<file path="src/rtl/reg_writeback_queue.sv">
// Writeback queue feeding the register file write port: in-order FIFO for ALU/memory results,
// a registered write stage and a pending-register mask. Define WB_BYPASS_EN to enable forwarding lookup.
module reg_writeback_queue #(
    parameter int Width = 32,
    parameter int DEPTH = 4
) (
    input  logic             clk,
    input  logic             reset,
    input  logic             alu_valid,
    output logic             alu_ready,
    input  logic [4:0]       alu_rd,
    input  logic [Width-1:0] alu_data,
    input  logic             mem_valid,
    output logic             mem_ready,
    input  logic [4:0]       mem_rd,
    input  logic [Width-1:0] mem_data,
    output logic             reg_write_signal,
    output logic [4:0]       Dir_write,
    output logic [Width-1:0] Write_Data,
    output logic [31:0]      pending,
    output logic             full,
    output logic             empty,
    input  logic [4:0]       lookup_dir,
    output logic             fwd_hit,
    output logic [Width-1:0] fwd_data
);

    localparam int PW = (DEPTH > 1) ? $clog2(DEPTH) : 1;
    localparam int CW = $clog2(DEPTH) + 1;

    typedef struct packed {
        logic [4:0]       rd;
        logic [Width-1:0] data;
    } entry_t;

    entry_t          fifo_q [DEPTH];
    logic [PW-1:0]   rd_ptr;
    logic [PW-1:0]   wr_ptr;
    logic [PW-1:0]   alu_slot;
    logic [CW-1:0]   count;
    logic [CW-1:0]   free;
    logic            pop;
    logic            mem_push;
    logic            alu_push;

    // Free slots include the head being drained this cycle; x0 requests are acknowledged but dropped.
    always_comb begin
        pop       = (count != '0);
        free      = CW'(DEPTH) - count + CW'(pop);
        mem_ready = reset && (free >= CW'(1));
        alu_ready = reset && ((free >= CW'(2)) || ((free == CW'(1)) && !mem_valid));
        mem_push  = mem_valid && mem_ready && (mem_rd != 5'd0);
        alu_push  = alu_valid && alu_ready && (alu_rd != 5'd0);
        alu_slot  = wr_ptr + PW'(mem_push);
    end

    // NOTE: storage has no reset; validity lives entirely in count/rd_ptr, so stale data is never seen.
    always_ff @(posedge clk) begin
        if (mem_push) fifo_q[wr_ptr]   <= '{rd: mem_rd, data: mem_data};
        if (alu_push) fifo_q[alu_slot] <= '{rd: alu_rd, data: alu_data};
    end

    // NOTE: sequential state uses non-blocking assignments so every register samples pre-edge values.
    always_ff @(posedge clk) begin
        if (!reset) begin
            rd_ptr           <= '0;
            wr_ptr           <= '0;
            count            <= '0;
            reg_write_signal <= 1'b0;
            Dir_write        <= 5'd0;
            Write_Data       <= '0;
        end else begin
            if (pop) begin
                reg_write_signal <= 1'b1;
                Dir_write        <= fifo_q[rd_ptr].rd;
                Write_Data       <= fifo_q[rd_ptr].data;
                rd_ptr           <= rd_ptr + PW'(1);
            end else begin
                reg_write_signal <= 1'b0;
            end
            wr_ptr <= wr_ptr + PW'(mem_push) + PW'(alu_push);
            count  <= count - CW'(pop) + CW'(mem_push) + CW'(alu_push);
        end
    end

    assign full  = (count == CW'(DEPTH));
    assign empty = (count == '0) && !reg_write_signal;

    // NOTE: every combinational output gets a default first so no latch is inferred.
    always_comb begin
        pending = '0;
        for (int i = 0; i < DEPTH; i++) begin
            if (CW'(i) < count) pending[fifo_q[rd_ptr + PW'(i)].rd] = 1'b1;
        end
        if (reg_write_signal) pending[Dir_write] = 1'b1;
    end

`ifdef WB_BYPASS_EN
    // Scan oldest to youngest so the newest matching entry overrides the output stage.
    always_comb begin
        fwd_hit  = 1'b0;
        fwd_data = '0;
        if (lookup_dir != 5'd0) begin
            if (reg_write_signal && (Dir_write == lookup_dir)) begin
                fwd_hit  = 1'b1;
                fwd_data = Write_Data;
            end
            for (int i = 0; i < DEPTH; i++) begin
                if ((CW'(i) < count) && (fifo_q[rd_ptr + PW'(i)].rd == lookup_dir)) begin
                    fwd_hit  = 1'b1;
                    fwd_data = fifo_q[rd_ptr + PW'(i)].data;
                end
            end
        end
    end
`else
    logic unused_lookup;
    assign unused_lookup = ^lookup_dir;
    assign fwd_hit       = 1'b0;
    assign fwd_data      = '0;
`endif

endmodule

</file>
<file path="config.mk">
export PLATFORM = sky130hd
export DESIGN_NAME = reg_writeback_queue
export DESIGN_NICKNAME = d
export VERILOG_FILES = /design/src/rtl/reg_writeback_queue.sv
export SDC_FILE = /design/constraint.sdc
export NUM_CORES = 1
export LEC_CHECK = 0
export BUFFER_PORTS_ARGS = -buffer_cell sky130_fd_sc_hd__clkbuf_2
export CAP_MARGIN = 5
export CORE_ASPECT_RATIO = 0.5
export CORE_MARGIN = 3
export CORE_UTILIZATION = 35
export CTS_BUF_LIST = sky130_fd_sc_hd__clkbuf_4
export CTS_CLUSTER_SIZE = 14
export DETAILED_ROUTE_END_ITERATION = 6
export HOLD_SLACK_MARGIN = 0.02
export PLACE_DENSITY_LB_ADDON = 0.2
export SLEW_MARGIN = 25
export SYNTH_ARGS = -nofsm -noshare
export SYNTH_HDL_FRONTEND = slang
export SYNTH_SLANG_ARGS = --single-unit
</file>
<file path="constraint.sdc">
create_clock -name clk -period 4.4 [get_ports clk]
set_input_delay 1.1 -clock clk [delete_from_list [all_inputs] [get_ports clk]]
set_output_delay 1.1 -clock clk [all_outputs]
set_load 0.05 [all_outputs]
</file>
==> Yosys cells after proc, flatten, opt, wreduce, memory -nomap -nowiden <==
Memories as Yosys holds them, arrays and structs flattened. A register that Yosys moved wholly into a read port is not among the register bits.
Index checks and enable logic that the tools add are counted.
{ "op_classes": {"magnitude_cmp": 16, "eq_ne": 2, "add_sub_neg": 10, "n_mux": 22, "n_reduce_logical": 20, "n_bitwise": 4} }
{ "op_table": {"columns": ["op", "count"], "rows": [
  ["32-bit 2-to-1 mux", 5],
  ["32-bit bitwise OR", 4],
  ["5-bit by 6-bit < comparator with 1-bit output (second input constant)", 5],
  ["1-bit demux with 5-bit select", 5],
  ["5-bit by 1-bit >= comparator with 1-bit output (second input constant)", 5],
  ["1-bit logical AND", 13],
  ["1-bit 2-to-1 mux", 10],
  ["5-bit nonzero test", 2],
  ["3-bit by 1-bit adder with 3-bit output", 3],
  ["1-bit by 3-bit < comparator with 1-bit output (first input constant)", 2],
  ["2-bit by 3-bit < comparator with 1-bit output (first input constant)", 2],
  ["2-bit by 1-bit adder with 2-bit output", 2],
  ["2-bit adder (second input constant)", 2],
  ["2-bit 2-to-1 mux", 2],
  ["3-bit by 1-bit == test with 1-bit output (second input constant)", 1],
  ["3-bit == test (second input constant)", 1],
  ["3-bit by 1-bit >= comparator with 1-bit output (second input constant)", 1],
  ["3-bit by 2-bit >= comparator with 1-bit output (second input constant)", 1],
  ["3-bit logical NOT", 1],
  ["3-bit nonzero test", 1],
  ["3-bit by 1-bit subtractor with 3-bit output", 1],
  ["3-bit subtractor (first input constant)", 1],
  ["2-bit by 1-bit adder with 2-bit output (second input constant)", 1],
  ["1-bit logical NOT", 2],
  ["1-bit logical OR", 1]
]} }
{ "totals": {"ramBits": 148, "input_bits": 83, "output_inout_bits": 107, "mem_count": 1, "ff_bits": 45} }
{ "memory_table": {"columns": ["name", "words", "width", "rd", "rd_ports_with_merged_regs", "write_ports", "line", "source"], "rows": [
  ["fifo_q", 4, 37, 4, 1, 2, "36", "entry_t fifo_q [DEPTH];"]
]} }

==> Logic depth before layout (Yosys ltp) <==
An unclocked memory read counts as a cell.
{ "depth": {"ltp_word": 14, "mapped_depth": 13, "mapped_depth_nobuf": 12} }

==> Least setup slack after synthesis <==
OpenSTA, ideal clock, no wires.
{ "synth_timing": {"path_kind": "in2reg", "from": "input port mem_rd[1]", "to": "memory fifo_q[1][0] (netlist name), enable pin", "n_path_buf": 2, "arrival_time_ps": 3656, "required_ps": 4020, "setup_time_ps": 380, "slack_ps": 364, "cell_stages": 10, "path_cell_list": "or4_1 > o21ai_0 > nor2_1 > ha_1 > xnor2_1 > nand2_1 > nor3_2 > buf_6 > buf_6 > a31o_2"} }
{ "synth_rtl": {"columns": ["item", "line", "source"], "rows": [
  ["start, declared", "15", "input logic [4:0] mem_rd,"],
  ["end, declared", "36", null]
]} }

==> Worst setup path in the final report <==
{ "layout_timing": {"from": "register rd_ptr[1]", "to": "output port pending[16]"} }
{ "layout_via": {"elab_chain_cells": 14, "word_cells_on_any_way": 27, "cone_classes": "3 x add/sub; 6 x order compare; 10 x mux; 4 x bitwise; 3 x reduce/logical; 1 x memory"} }
{ "layout_lines": {"columns": ["item", "line", "source"], "rows": [
  ["start, declared", "37", "logic [PW-1:0] rd_ptr;"],
  ["start signal, assigned", "77", "rd_ptr <= rd_ptr + PW'(1);"],
  ["2-bit by 1-bit adder with 2-bit output", "93", "if (CW'(i) < count) pending[fifo_q[rd_ptr + PW'(i)].rd] = 1'b1;"],
  ["memory 4 x 37 bit (*)", null, null],
  ["5-bit by 6-bit < comparator with 1-bit output (not written as such) / 5-bit by 1-bit >= comparator with 1-bit output (equally long branches)", "93", null],
  ["1-bit logical AND (not written as such)", "93", null],
  ["1-bit 2-to-1 mux (not written as such)", "93", null],
  ["1-bit demux with 5-bit select", "93", null],
  ["32-bit bitwise OR (no line)", null, null],
  ["32-bit 2-to-1 mux", "93", null],
  ["32-bit bitwise OR (no line)", null, null],
  ["32-bit 2-to-1 mux", "93", null],
  ["32-bit bitwise OR (no line)", null, null],
  ["32-bit 2-to-1 mux (*)", "93", null],
  ["32-bit bitwise OR (no line)", null, null],
  ["32-bit 2-to-1 mux (*)", "95", "if (reg_write_signal) pending[Dir_write] = 1'b1;"],
  ["end, declared", "20", "output logic [31:0] pending,"]
]} }
Mark *: on every way between the ends. The rest lies on a longest branch, timed or not.

==> run metrics <==
outcome=completed; dpl hpwl=21400 µm; H-tree Lvls=4; warnings from Yosys=0; cell count after synthesis=878; RSZ-0062 raised after global routing=false; final setup TNS=0 ns; most frequent cells in the layout=clkbuf_2 (151), edfxtp_1 (148), nand2_1 (116), mux2_4 (76), mux2_2 (72); CP required=3.30 ns; max_cap viols=0; Die H=133.7 µm; Yosys top cell by area=edfxtp_1; share of layout cells above drive strength 1=42.69%; commonest non-fill, non-tap cell in the layout=clkbuf_2; via count=7667; PortBufs=151; synth top area cells=edfxtp_1 (39%), mux4_2 (10%), mux2_4 (10%); GR Util All Layers=17.85%; PD cells=644.1 nW/µm²; Distinct cells, synth=47; worst-skew pair later-pin latency=0.59 ns; Slew Viols, Final=0; Worst setup EP type=primary output; worst-case clock buffer depth=2; pre-CTS setup slack=0.2052 ns; DIE AREA=34940 µm²; worst setup path start=rd_ptr[1]; leakage power total=4.792 nW; root buffer cell=clkbuf_4; critical path class=flip-flop to primary output; initial antenna violation count=1; sequential area share after synthesis=47.19%; Peak supply drop=260.7 µV; final hold violations=0; total grt overflow=0; Hold Path Cell Cnt=2; vias in the first global route=7911; Clock transition at path regs=0.18 ns; Worst Skew=0.02128 ns; Core Rows=46; syn_area_per_cell=13.00 µm²; IO Count=190; top_reg_cell synth=edfxtp_1; Post-synth EDFFs=148; 1st-iter DRT viols=485; clock sinks=195; Initial Util=35.79%; f_max=239.0 MHz; Net count, final=1117; Vias/cell=5.205; reg2reg path depth=13; CTS tree=yes; largest net degree at the start of global routing=49; Worst-Margin Slew=0.8365 ns; ys async rst share=0%; DRT Wirelength=31160 µm; Hold Crit Start=Write_Data[7]; worst setup margin=0.2165 ns; hold crit path type=flip-flop to flip-flop; first-pass GRT wire length=47220 µm; #FFs+latches synth=195; crit path time final=4.183 ns; core area=31890 µm²; total CTS buffers=17; gpl congestion=0.9008; # setup viols final=0; Critical Path AT=3.08 ns; Die W=261.4 µm; ANT nets after route=0; area delta synth->final=13.84%; crit path launch type=flip-flop; Crit Path Max Fanout=13; drt pass-1 iters=5; number of remaining DRC errors=0; Mapped Area=11410 µm²; routed wire length per instance=21.15 µm; fill count=3034; area fraction of the dominant cell type after synthesis=38.95%; Reg2Reg Launch Point=count[1]; period utilization=95.08%; hold-fix buffers at CTS=0; slew margin rel.=44.02%
where the power goes:
group | internal, mW | total, mW | switching [mW]
logic | 1.51 | 4.60 | 3.09
clock network | 0.309 | 1.01 | 0.702
registers | 2.44 | 2.76 | 0.316
total | 4.26 | 8.37 | 4.11
layer usage:
| metal | track usage, % | vias up | share of wire, % | wire, µm |
|---|---|---|---|---|
| li1 | - | 3568 | - | - |
| met1 | 23.09 | 3850 | 43 | 13400 |
| met2 | 31.23 | 216 | 50 | 15660 |
| met3 | 2.982 | 33 | 5.0 | 1566 |
| met4 | 4.487 | 0 | 1.7 | 532 |
| met5 | 0 | - | 0 | 0 |
synthesized netlist by cell type (all sizes together) (2+ instances only):
| master | number |
|---|---|
| nor2b | 15 |
| conb | 2 |
| mux2 | 148 |
| and3 | 2 |
| nand2 | 116 |
| edfxtp | 148 |
| or4 | 2 |
| dfxtp | 47 |
| mux4 | 52 |
| nand2b | 7 |
| or2 | 2 |
| a22oi | 62 |
| clkbuf | 26 |
| fa | 2 |
| nor2 | 33 |
| ha | 5 |
| and3b | 3 |
| nand3 | 36 |
| inv | 10 |
| nor3 | 10 |
| xnor2 | 6 |
| o21ai | 4 |
| nor3b | 7 |
| nor4 | 4 |
| and2 | 17 |
| buf | 61 |
| a21boi | 37 |
| a31o | 4 |
| nand4 | 2 |
| a32oi | 2 |
registers in the layout (all words and copies together) (netlist names), named ones only:
name	cells
Dir_write	5
Write_Data	32
count	3
fifo_q	148
rd_ptr	2
reg_write_signal	1
wr_ptr	2
worst max-delay path: stages (launching register included):
cell and delay [ns]:
dfxtp_2 0.58, mux4_2 0.59, nor2_1 0.67, a32oi_1 0.21
nand3_1 0.14, clkbuf_2 0.28
cell type report:
| cell class | count | area (µm²) | share of cell area, % |
|---|---|---|---|
| Timing Repair Buffer | 185 | 1136 | 8.746 |
| Clock buffer | 17 | 127.6 | 0.9825 |
| Clock inverter | 15 | 171.4 | 1.320 |
| Tap cell | 432 | 540.5 | 4.161 |
| Inverter | 10 | 37.54 | 0.2890 |
| Multi-Input combinational cell | 618 | 5584 | 42.99 |
| Sequential cell | 195 | 5390 | 41.49 |
| Antenna cell | 1 | 2.502 | 0.01926 |
cell families (layout without fill, tap and decap cells):
group,count (synthesis),count (layout),synth area share (%)
compound gates,111,111,7.511
xor+xnor,7,7,0.5373
fa+ha+maj,7,7,0.8991
buf+inv,97,227,5.395
flops,195,195,47.19
mux,200,200,27.37
other cells,2,35,0.06581
simple gates,259,259,11.03
stage by stage:
| step | hold WS (ns) | instance area, µm² | std cells | utilization (%) | total power, mW |
|---|---|---|---|---|---|
| CTS | 0.4766 | 12970 | 1472 | 40.67 | 8.426 |
| global route | 0.4984 | 12990 | 1473 | 40.74 | 8.851 |
| detailed placement | 0.4557 | 12660 | 1440 | 39.71 | 7.420 |
| floorplan | 0.6727 | 11530 | 910 | - | 6.110 |
| global placement | 0.4498 | 12660 | 1440 | 39.71 | 7.385 |
| finish | 0.4742 | 12990 | 1473 | 40.74 | 8.367 |
timing repair:
action                     4_1_cts  5_1_grt
setup endpoints to repair       10       28
resized for setup                2        6
setup buffers                    0        0
final timing paths:
check / endpoint / slack [ns]
hold / removal: Write_Data[7] / 0.47
setup / recovery: pending[16] / 0.22
hold reg to reg: Write_Data[7] / 0.47
setup reg to reg: fifo_q[3][27] / 0.59
No activity file was read; power rests on OpenSTA's default activity.
